**src/rtl/vga_fb_pkg.sv**
```systemverilog
// ---------------------------------------------------------------------------
// vga_fb_pkg
// Shared constants and types for the VGA framebuffer controller:
//   - MMIO register addresses on the OTTER IOBUS
//   - framebuffer geometry (80x60 pixels) and port widths
//   - controller state encoding
//   - write-queue entry layout {addr, color}
// ---------------------------------------------------------------------------
package vga_fb_pkg;

    localparam int NPIX  = 4800;   // 80 x 60 pixels
    localparam int FB_AW = 13;     // framebuffer address width
    localparam int FB_DW = 8;      // RGB 3-3-2 pixel width

    localparam logic [31:0] MMIO_ADDR   = 32'h1100_0120;
    localparam logic [31:0] MMIO_COLOR  = 32'h1100_0140;
    localparam logic [31:0] MMIO_READ   = 32'h1100_0160;
    localparam logic [31:0] MMIO_FILL   = 32'h1100_0180;
    localparam logic [31:0] MMIO_STATUS = 32'h1100_01A0;

    typedef enum logic [1:0] {
        IDLE  = 2'd0,
        DRAIN = 2'd1,
        FILL  = 2'd2
    } state_e;

    typedef struct packed {
        logic [FB_AW-1:0] addr;
        logic [FB_DW-1:0] color;
    } fb_entry_t;

endpackage

```
**src/rtl/vga_fb_ctrl_if.sv**
```systemverilog
// ---------------------------------------------------------------------------
// vga_fb_ctrl_if
// Bundles the IOBUS side and the framebuffer-port side of the controller.
//   master : CPU/board side - drives IOBUS_ADDR/OUT/WR and FB_RD,
//            observes RDATA, FB_WA, FB_WD, FB_WE, BUSY
//   slave  : the controller - the mirror image
// ---------------------------------------------------------------------------
interface vga_fb_ctrl_if #(
    parameter int AW = vga_fb_pkg::FB_AW,
    parameter int DW = vga_fb_pkg::FB_DW
);
    logic [31:0]   IOBUS_ADDR;
    logic [31:0]   IOBUS_OUT;
    logic          IOBUS_WR;
    logic [31:0]   RDATA;
    logic [AW-1:0] FB_WA;
    logic [DW-1:0] FB_WD;
    logic          FB_WE;
    logic [DW-1:0] FB_RD;
    logic          BUSY;

    modport master (
        output IOBUS_ADDR, IOBUS_OUT, IOBUS_WR, FB_RD,
        input  RDATA, FB_WA, FB_WD, FB_WE, BUSY
    );

    modport slave (
        input  IOBUS_ADDR, IOBUS_OUT, IOBUS_WR, FB_RD,
        output RDATA, FB_WA, FB_WD, FB_WE, BUSY
    );
endinterface

```
**src/rtl/fb_wr_queue.sv**
```systemverilog
// ---------------------------------------------------------------------------
// fb_wr_queue
// Synchronous FIFO holding pending CPU pixel writes.
//   clk_i, rst_ni : clock, synchronous active-low reset
//   push_i/wdata_i: enqueue; accepted when not full or when popping
//   pop_i/rdata_o : dequeue; rdata_o shows the head entry combinationally
//   full_o/empty_o/count_o : occupancy
// DEPTH must be a power of two so the pointers wrap naturally.
// ---------------------------------------------------------------------------
module fb_wr_queue #(
    parameter int  DEPTH = 4,
    parameter type T     = logic [7:0]
) (
    input  logic                     clk_i,
    input  logic                     rst_ni,
    input  logic                     push_i,
    input  logic                     pop_i,
    input  T                         wdata_i,
    output T                         rdata_o,
    output logic                     full_o,
    output logic                     empty_o,
    output logic [$clog2(DEPTH):0]   count_o
);
    localparam int PW = $clog2(DEPTH);
    localparam int CW = PW + 1;

    T              mem_q [DEPTH];
    logic [PW-1:0] wr_ptr_q, rd_ptr_q;
    logic [CW-1:0] count_q, count_d;
    logic          do_push, do_pop;

    assign empty_o = (count_q == '0);
    assign full_o  = (count_q == CW'(DEPTH));
    assign count_o = count_q;
    assign rdata_o = mem_q[rd_ptr_q];

    // When full, a simultaneous pop frees the head slot, which is exactly
    // the slot the write pointer targets, so the push can land this edge.
    assign do_pop  = pop_i && !empty_o;
    assign do_push = push_i && (!full_o || do_pop);
    assign count_d = count_q + CW'(do_push) - CW'(do_pop);

    // NOTE: state uses non-blocking assignments so every flop samples
    // pre-edge values regardless of block evaluation order.
    always_ff @(posedge clk_i) begin
        if (!rst_ni) begin
            wr_ptr_q <= '0;
            rd_ptr_q <= '0;
            count_q  <= '0;
        end else begin
            if (do_push) wr_ptr_q <= wr_ptr_q + PW'(1);
            if (do_pop)  rd_ptr_q <= rd_ptr_q + PW'(1);
            count_q <= count_d;
        end
    end

    // NOTE: storage is deliberately not reset; the pointers and count define
    // which entries are valid, and an unreset array maps onto plain RAM.
    always_ff @(posedge clk_i) begin
        if (do_push) mem_q[wr_ptr_q] <= wdata_i;
    end

endmodule

```
**src/rtl/vga_fb_ctrl.sv**
```systemverilog
// ---------------------------------------------------------------------------
// vga_fb_ctrl
// Owns the single framebuffer port and shares it between queued CPU pixel
// writes and a clear-screen fill engine.
//   CLK : 50 MHz CPU clock
//   RST : synchronous, active-low reset
//   bus : IOBUS_ADDR/OUT/WR in, RDATA out (CPU MMIO)
//         FB_WA/FB_WD/FB_WE out, FB_RD in (framebuffer port)
//         BUSY out (fill pending/active or queue non-empty)
// ---------------------------------------------------------------------------
module vga_fb_ctrl
    import vga_fb_pkg::*;
#(
    parameter int NPIX   = vga_fb_pkg::NPIX,
    parameter int AW     = vga_fb_pkg::FB_AW,   // must match the entry type
    parameter int DW     = vga_fb_pkg::FB_DW,   // must match the entry type
    parameter int QDEPTH = 4
) (
    input  logic          CLK,
    input  logic          RST,
    vga_fb_ctrl_if.slave  bus
);
    localparam int            QCW      = $clog2(QDEPTH) + 1;
    localparam logic [AW-1:0] LAST_PIX = AW'(NPIX - 1);
    localparam logic [AW-1:0] NPIX_A   = AW'(NPIX);

    state_e         state_q, state_d;
    logic [AW-1:0]  addr_q, addr_d;            // CPU pixel pointer
    logic [AW-1:0]  fill_addr_q, fill_addr_d;
    logic [DW-1:0]  fill_color_q, fill_color_d; // color of the running fill
    logic [DW-1:0]  req_color_q, req_color_d;   // color of the requested fill
    logic           fill_req_q, fill_req_d;
    logic           ovf_q, ovf_d;

    logic           wr_addr, wr_color, wr_fill, wr_status;
    logic           q_push, q_pop, q_full, q_empty;
    logic [QCW-1:0] q_count;
    fb_entry_t      q_wdata, q_rdata;
    logic           start_fill;
    logic           busy;
    logic           unused_iobus;

    // -------------------------------------------------------------------
    // Register decode
    // -------------------------------------------------------------------
    assign wr_addr   = bus.IOBUS_WR && (bus.IOBUS_ADDR == MMIO_ADDR);
    assign wr_color  = bus.IOBUS_WR && (bus.IOBUS_ADDR == MMIO_COLOR);
    assign wr_fill   = bus.IOBUS_WR && (bus.IOBUS_ADDR == MMIO_FILL);
    assign wr_status = bus.IOBUS_WR && (bus.IOBUS_ADDR == MMIO_STATUS);

    // Upper data bits carry no meaning for this block.
    assign unused_iobus = ^bus.IOBUS_OUT[31:AW];

    // -------------------------------------------------------------------
    // Write queue
    // -------------------------------------------------------------------
    assign q_pop   = (state_q == DRAIN);
    assign q_push  = wr_color && (!q_full || q_pop);
    assign q_wdata = '{addr: addr_q, color: bus.IOBUS_OUT[DW-1:0]};

    fb_wr_queue #(
        .DEPTH (QDEPTH),
        .T     (fb_entry_t)
    ) u_queue (
        .clk_i   (CLK),
        .rst_ni  (RST),
        .push_i  (q_push),
        .pop_i   (q_pop),
        .wdata_i (q_wdata),
        .rdata_o (q_rdata),
        .full_o  (q_full),
        .empty_o (q_empty),
        .count_o (q_count)
    );

    // -------------------------------------------------------------------
    // CPU-visible registers
    // -------------------------------------------------------------------
    // NOTE: every variable assigned in an always_comb gets a default first,
    // so no path leaves it unassigned and no latch is inferred.
    always_comb begin
        addr_d      = addr_q;
        req_color_d = req_color_q;
        fill_req_d  = fill_req_q;
        ovf_d       = ovf_q;

        // A dropped COLOR write still advances the pointer.
        if (wr_addr) begin
            addr_d = bus.IOBUS_OUT[AW-1:0];
        end else if (wr_color) begin
            addr_d = (addr_q == LAST_PIX) ? '0 : addr_q + AW'(1);
        end

        if (wr_status) begin
            ovf_d = 1'b0;
        end else if (wr_color && !q_push) begin
            ovf_d = 1'b1;
        end

        // A request arriving in the same cycle the FSM consumes the previous
        // one must survive, so the new write is applied last.
        if (start_fill) fill_req_d = 1'b0;
        if (wr_fill) begin
            fill_req_d  = 1'b1;
            req_color_d = bus.IOBUS_OUT[DW-1:0];
        end
    end

    // -------------------------------------------------------------------
    // Port-owner FSM and fill counter
    // -------------------------------------------------------------------
    always_comb begin
        state_d      = state_q;
        fill_addr_d  = fill_addr_q;
        fill_color_d = fill_color_q;
        start_fill   = 1'b0;

        case (state_q)
            IDLE: begin
                if (fill_req_q)    start_fill = 1'b1;
                else if (!q_empty) state_d    = DRAIN;
            end
            DRAIN: begin
                // The head is popped this cycle whatever happens next.
                if (fill_req_q) begin
                    start_fill = 1'b1;
                end else if ((q_count == QCW'(1)) && !q_push) begin
                    state_d = IDLE;
                end
            end
            FILL: begin
                if (fill_req_q) begin
                    start_fill = 1'b1;
                end else if (fill_addr_q == LAST_PIX) begin
                    state_d = (q_empty && !q_push) ? IDLE : DRAIN;
                end else begin
                    fill_addr_d = fill_addr_q + AW'(1);
                end
            end
            default: state_d = IDLE;
        endcase

        if (start_fill) begin
            state_d      = FILL;
            fill_addr_d  = '0;
            fill_color_d = req_color_q;
        end
    end

    always_ff @(posedge CLK) begin
        if (!RST) begin
            state_q      <= IDLE;
            addr_q       <= '0;
            fill_addr_q  <= '0;
            fill_color_q <= '0;
            req_color_q  <= '0;
            fill_req_q   <= 1'b0;
            ovf_q        <= 1'b0;
        end else begin
            state_q      <= state_d;
            addr_q       <= addr_d;
            fill_addr_q  <= fill_addr_d;
            fill_color_q <= fill_color_d;
            req_color_q  <= req_color_d;
            fill_req_q   <= fill_req_d;
            ovf_q        <= ovf_d;
        end
    end

    // -------------------------------------------------------------------
    // Framebuffer port mux and read-back
    // -------------------------------------------------------------------
    assign busy     = (state_q != IDLE) || !q_empty || fill_req_q;
    assign bus.BUSY = busy;

    always_comb begin
        bus.FB_WA = addr_q;
        bus.FB_WD = '0;
        bus.FB_WE = 1'b0;
        case (state_q)
            DRAIN: begin
                // Out-of-range entries still consume a pop but never write.
                bus.FB_WA = q_rdata.addr;
                bus.FB_WD = q_rdata.color;
                bus.FB_WE = (q_rdata.addr < NPIX_A);
            end
            FILL: begin
                bus.FB_WA = fill_addr_q;
                bus.FB_WD = fill_color_q;
                bus.FB_WE = 1'b1;
            end
            default: ;
        endcase
    end

    always_comb begin
        bus.RDATA = '0;
        if (bus.IOBUS_ADDR == MMIO_READ) begin
            bus.RDATA = {{(32-DW){1'b0}}, bus.FB_RD};
        end else if (bus.IOBUS_ADDR == MMIO_STATUS) begin
            bus.RDATA = {29'b0, ovf_q, q_full, busy};
        end
    end

endmodule

```
**src/flat_wrapper.sv**
```systemverilog
// flat-port wrapper written by rule: the top's interface ports become plain ports
module vga_fb_ctrl_flat import vga_fb_pkg::*;
#(
    parameter int NPIX   = vga_fb_pkg::NPIX,
    parameter int AW     = vga_fb_pkg::FB_AW,                               
    parameter int DW     = vga_fb_pkg::FB_DW,                               
    parameter int QDEPTH = 4
)
  (CLK, RST, bus_IOBUS_ADDR, bus_IOBUS_OUT, bus_IOBUS_WR, bus_FB_RD, bus_RDATA, bus_FB_WA, bus_FB_WD, bus_FB_WE, bus_BUSY);
  vga_fb_ctrl_if #(.AW(AW), .DW(DW)) bus_i ();
  input  logic CLK;
  input  logic RST;
  input wire logic [$bits(bus_i.IOBUS_ADDR)-1:0] bus_IOBUS_ADDR;
  input wire logic [$bits(bus_i.IOBUS_OUT)-1:0] bus_IOBUS_OUT;
  input wire logic [$bits(bus_i.IOBUS_WR)-1:0] bus_IOBUS_WR;
  input wire logic [$bits(bus_i.FB_RD)-1:0] bus_FB_RD;
  output wire logic [$bits(bus_i.RDATA)-1:0] bus_RDATA;
  output wire logic [$bits(bus_i.FB_WA)-1:0] bus_FB_WA;
  output wire logic [$bits(bus_i.FB_WD)-1:0] bus_FB_WD;
  output wire logic [$bits(bus_i.FB_WE)-1:0] bus_FB_WE;
  output wire logic [$bits(bus_i.BUSY)-1:0] bus_BUSY;
  assign bus_i.IOBUS_ADDR = bus_IOBUS_ADDR;
  assign bus_i.IOBUS_OUT = bus_IOBUS_OUT;
  assign bus_i.IOBUS_WR = bus_IOBUS_WR;
  assign bus_i.FB_RD = bus_FB_RD;
  assign bus_RDATA = bus_i.RDATA;
  assign bus_FB_WA = bus_i.FB_WA;
  assign bus_FB_WD = bus_i.FB_WD;
  assign bus_FB_WE = bus_i.FB_WE;
  assign bus_BUSY = bus_i.BUSY;
  vga_fb_ctrl #(.NPIX(NPIX), .AW(AW), .DW(DW), .QDEPTH(QDEPTH)) u_core (.CLK(CLK), .RST(RST), .bus(bus_i));
endmodule
```
**config.mk**
```make
export PLATFORM = sky130hd
export DESIGN_NAME = vga_fb_ctrl_flat
export DESIGN_NICKNAME = d
export VERILOG_FILES = /design/src/rtl/vga_fb_pkg.sv /design/src/rtl/vga_fb_ctrl_if.sv /design/src/rtl/fb_wr_queue.sv /design/src/rtl/vga_fb_ctrl.sv /design/src/flat_wrapper.sv
export SDC_FILE = /design/constraint.sdc
export NUM_CORES = 1
export LEC_CHECK = 0
export CAP_MARGIN = 30
export CORE_MARGIN = 2
export CORE_UTILIZATION = 35
export DETAILED_ROUTE_END_ITERATION = 12
export MAX_ROUTING_LAYER = met4
export REMOVE_ABC_BUFFERS = 1
export SETUP_SLACK_MARGIN = 0.4
export SLEW_MARGIN = 20
export SYNTH_ARGS = -nofsm -noshare
export SYNTH_HDL_FRONTEND = slang
export SYNTH_HIERARCHICAL = 1
export SYNTH_SLANG_ARGS = --single-unit
```
**constraint.sdc**
```tcl
create_clock -name CLK -period 3.4 [get_ports CLK]
set_input_delay 0.85 -clock CLK [delete_from_list [all_inputs] [get_ports CLK]]
set_output_delay 0.85 -clock CLK [all_outputs]
set_load 0.02 [all_outputs]
```
After elaboration in Yosys (flattened, before gate mapping) --
Memories as Yosys holds them, arrays and structs flattened. A register that Yosys moved wholly into a read port is not among the register bits. Index checks and enable logic that the tools add are counted.
Storage, ports and cells: register bits after elaboration 53, latch bits 0, bits in writable memories 84, memory bits (read-only) 0, bits of input ports 75, logic and storage cells 98, memories kept 1
Operators by class: add/subtract/negate cells 6, multipliers 0, divide/modulo/power cells 0, magnitude comparators 1, equal/unequal tests 23, shifts and indexed selects 0, multiplexer cells 25, bitwise gates (word level) 3, reductions and logical operators 28
Memory list:
- u_core.u_queue.mem_q | depth 4, bits a word 21, read ports 1, clocked after memory_dff 1, write ports 1, line fb_wr_queue.sv:27 | T mem_q [DEPTH];
Operator list (count):
- $eq 32x29->1 const B | 5
- $mux 13 | 3
- $mux 32 | 1
- $add 13x1->13 const B | 2
- $eq 13x13->1 const B | 2
- $pmux 13 s2 | 1
- $mux 2 | 9
- $pmux 8 s2 | 1
- $ne 3x3->1 const B | 5
- $lt 13x13->1 const B | 1
- $reduce_and 6->1 | 2
- $logic_and 1x1->1 | 10
- $ne 2x2->1 const B | 5
- $mux 1 | 7
- $pmux 2 s3 | 1
- $reduce_bool 2->1 | 3
- $add 2x1->2 const B | 2
- $logic_or 1x1->1 | 4
- $reduce_or 2->1 | 2
- $add 3x1->3 | 1
- $eq 3x1->1 const B | 1
- $eq 3x3->1 const B | 1
- $logic_not 1->1 | 3
- $logic_not 3->1 | 1
- 11 further kinds | 13

Depth between registers and ports, before layout --
depth in word-level cells 11, mapped depth 11

Modules after synthesis --
Netlist, hierarchy kept.
By module, submodules not included:
- fb_wr_queue | instances 1, cells an instance 156, area an instance 3508.4 um^2, sequential area each 2702.6 um^2
- vga_fb_ctrl | instances 1, cells an instance 419, area an instance 3195.6 um^2, sequential area each 920.9 um^2

Least setup slack after synthesis --
Ideal clock, no wire load.
kind input port to flip-flop, start point input bus_IOBUS_ADDR[9], end point memory u_core/u_queue/mem_q[0][0] in the netlist's numbering, enable pin, arrival time 2730 ps, data required time 3021 ps, setup slack 291 ps, stages 7, cell sequence nor4b_1 and4_2 nand2_1 buf_6 nor3_1 a21boi_2 and2_1
On the way: word-level cells in the longest chain between the ends 6
RTL lines:
- start, declared | line flat_wrapper.sv:13 | input wire logic [$bits(bus_i.IOBUS_ADDR)-1:0] bus_IOBUS_ADDR;
- $eq 32x29->1 | line vga_fb_ctrl.sv:47 | assign wr_color = bus.IOBUS_WR && (bus.IOBUS_ADDR == MMIO_COLOR);
- $logic_and 1x1->1 | line vga_fb_ctrl.sv:47
- $logic_and 1x1->1 | line vga_fb_ctrl.sv:58 | assign q_push = wr_color && (!q_full || q_pop);
- via u_core.q_push | line vga_fb_ctrl.sv:36 | logic q_push, q_pop, q_full, q_empty;
- $logic_and 1x1->1 | line fb_wr_queue.sv:40 | assign do_push = push_i && (!full_o || do_pop);
- $mux 1 | line fb_wr_queue.sv:60 | if (do_push) mem_q[wr_ptr_q] <= wdata_i;
- $mux 1 (not written as such) | line fb_wr_queue.sv:60
- end, declared | line fb_wr_queue.sv:27
The timed path passes the listed nets, and every way through them passes these cells.

==> results.yml <==
global_route:
  grt.overflow.total: 0
  grt_pass1_wl_um: 27200
  track_usage_pct: 18.2
  grt_max_degree: 29
  grt_pass1_vias: 5004
  grt_antenna_before_repair: 0
floorplanning:
  core-area_um2: 18800
  die-area_um2: 20300
  start_util_pct: 35.7
  die_w_um: 142
  rows: 50
  die_h_um: 142
  num_io_pins: 130
setup_path:
  worstSetupStartpointType: "flip-flop"
  path_depth: 8
  crit_family: "multiplexers"
  critPathKind: "flip-flop to output port"
  r2r_setup_slack_ns: 0.61
  cp_max_fo: 5
  crit_arrival_ns: 2.25
  slowest_stage: "mux4_2"
  required_ns: 2.55
  slowest_delay_ns: 0.51
  cp_cell_sequence: "buf_6, mux4_2, a21oi_2, nor2b_2, o31ai_1, a21oi_1, nor2b_1, buf_4"
  cp_num_buf_inv: 2
  critPathCaptureType: "output port"
  timing.rr.start: "u_core/state_q[1]"
  worst-r2r-cell-count: 11
  reg2reg_to: "u_core/u_queue/count_o[2]"
clock_tree:
  clk_pin_slew_ns: 0.06
  insertion_delay_ns: 0.42
  hold_buffers: 0
  cts_tree: "yes"
  htree_levels: 4
  root_buffer: "clkbuf_16"
  clock_path_buffers: 2
  cts_num_sinks: 139
  cts_made_buffers: 17
timing:
  hold_viol_final: 0
  tightest_slew_ns: 0.601
  rsz0062_at_grt: "true"
  slew_viol_final: 0
  period_minus_slack_ns: 3.10
  setup_viol: 0
  relSlewSlack_pct: 59.8
  setup_tns_ns: 0
  fin_skew_ns: 0.00934
  period_share_pct: 91.1
  max_freq_mhz: 323
drt:
  wl_per_cell_um: 18.3
  vias: 5164
  drt_wl_total_um: 17900
  drc: 0
  drt-initial-drc-count: 408
  via_per_inst: 5.30
  dr.pass1.iters: 4
  antenna_left: 0
min_path:
  hold_class: "flip-flop to flip-flop"
  hold_end: "u_core/fill_color_q[5]"
  min_from: "u_core/req_color_q[5]"
  hold_depth: 2
synthesis:
  synth_async_sr_flop_share_pct: 0
  synth_edf_count: 84
  synth_top_cell_by_area: "edfxtp_1"
  synth_area_um2: 6700
  synth_common_cells: "edfxtp_1 (84), dfxtp_1 (55), nor2_1 (45)"
  synth_top_area_share_pct: 37.6
  synth_seq_area_share_pct: 54.1
  yosysMostFrequentCell: "edfxtp_1"
  synth_ff_type: "edfxtp_1"
  yosysWarnings: 6
  netlist_instances: 575
  synth_area_leaders: "edfxtp_1 (38%), dfxtp_1 (16%), mux4_2 (7.1%), a21oi_1 (3.1%), a22oi_1 (2.9%)"
  synth_cell_types: 69
  postSynthAreaPerCell_um2: 11.7
  ys_seq_elements: 139
job:
  cap_violations: 0
cells_and_area:
  drive_gt1_share_pct: 29.7
  antennaDiodeCount: 0
  fin_nets: 814
  instances_no_fill: 974
  area_delta_synth_final_pct: 32.0
status:
  status: "completed"
placement:
  gp_congestion: 0.868
  place_inst: 910
  place.port_buffers: 86
  hpwlAfterDp_um: 11900
power_and_ir_drop:
  powerDensity_nw_per_um2: 505
  peakVddDrop_mv: 0.362
  p_leak_uw: 0.00311
-- worst max path at each step --
stage,endpoint,start
after floorplan,bus_FB_WE,flip-flop
after global placement,bus_RDATA[1],bus_IOBUS_ADDR[9]
after detailed placement,bus_RDATA[1],bus_IOBUS_ADDR[27]
after CTS,bus_FB_WE,flip-flop
after global routing,bus_FB_WE,flip-flop
final,bus_FB_WE,flip-flop
-- worst register-to-register path: stages, from the launching register on --
cell	delay, ns
dfxtp_1	0.43
inv_1	0.11
ha_1	0.31
buf_12	0.22
nor2b_1	0.29
nor3_2	0.09
a21boi_2	0.17
a21bo_1	0.20
ha_1	0.20
fa_1	0.38
xnor2_1	0.14
and2_1	0.15
-- cell families (layout without fill, tap and decap cells) --
| group | count (synthesis) | in the layout | synth area share (%) |
|---|---|---|---|
| buffers and inverters | 69 | 211 | 5.88 |
| AO/OA/AOI/OAI | 115 | 115 | 11.6 |
| flip-flops | 139 | 139 | 54.1 |
| adder cells (fa/ha/maj) | 12 | 12 | 2.35 |
| multiplexers | 32 | 32 | 8.70 |
| AND/OR/NAND/NOR | 190 | 190 | 15.2 |
| XOR/XNOR | 17 | 17 | 2.22 |
| other | 1 | 24 | 0.0559 |
-- what timing repair did --
action | CTS | global route
pin swaps | 15 | 18
gates resized for setup | 175 | 90
gates cloned | 0 | 2
buffers inserted | 18 | 12
setup endpoints to repair | 117 | 53
-- layout by cell type (no fill, tap or decap), types with 4 or more instances in the layout --
cell,instances
nor3_1,8
ha_1,9
nor2b_1,11
nand4_1,6
clkdlybuf4s50_1,27
conb_1,24
clkbuf_2,22
clkinv_2,5
a21oi_1,41
dlygate4sd2_1,4
nand3_1,13
clkbuf_1,4
mux4_2,21
buf_12,6
inv_1,16
xnor2_1,14
nor3_2,6
o21ai_0,11
mux2i_1,11
buf_6,17
a22oi_1,21
buf_2,17
a22o_1,4
nor2_1,44
and2_1,13
clkdlybuf4s15_1,7
and2_4,6
buf_4,62
nand2_1,40
dfxtp_1,54
nor4_1,7
clkbuf_16,17
edfxtp_1,84
a22oi_2,5
-- where the power goes --
part / total (uW) / internal (uW) / switching (uW) / leakage (uW)
sequential: 1830 / 1800 / 37.6 / 0.00115
combinational: 1000 / 434 / 567 / 0.00170
clock: 1630 / 982 / 652 / 0.000260
total: 4470 / 3210 / 1260 / 0.00311
-- sequential cells by signal (all words and copies together) (netlist names), named ones only --
| register | cells |
|---|---|
| u_core/u_queue/mem_q | 84 |
| u_core/addr_q | 13 |
| u_core/fill_addr_q | 13 |
| u_core/fill_color_q | 8 |
| u_core/req_color_q | 8 |
| u_core/u_queue/count_o | 3 |
| u_core/state_q | 2 |
| u_core/u_queue/rd_ptr_q | 2 |
| u_core/u_queue/wr_ptr_q | 2 |
| u_core/fill_req_q | 1 |
| u_core/ovf_q | 1 |
-- metal layers --
layer / global-route usage (%) / part of all wire [%]
met5: - / 0
met4: 6.04 / 1.7
met3: 4.37 / 5.7
met2: 29.2 / 48
met1: 22.8 / 44
-- cell type report --
| type | instances | area (um2) |
|---|---|---|
| fillers | 1693 | 9920 |
| clock buffers | 24 | 482 |
| repair buffers | 162 | 1350 |
| well taps | 234 | 293 |
| clock inverters | 8 | 46.3 |
| multi-input cells | 390 | 2990 |
| flip-flops and latches | 139 | 3630 |
| inverters | 17 | 63.8 |
-- per-stage QoR --
step | cell area (um2) | setup WS, ns | total power (uW) | hold slack, ns | util [%]
floorplan | 6460 | 0.0711 | 2390 | 0.431 | -
global placement | 7990 | -0.563 | 2820 | 0.441 | 42.6
detailed placement | 7990 | -0.586 | 2830 | 0.447 | 42.6
CTS | 8660 | 0.252 | 4460 | 0.453 | 46.2
global route | 8850 | 0.232 | 4670 | 0.473 | 47.2
finish | 8850 | 0.303 | 4470 | 0.454 | 47.2
(Power assumes the default switching activity.)
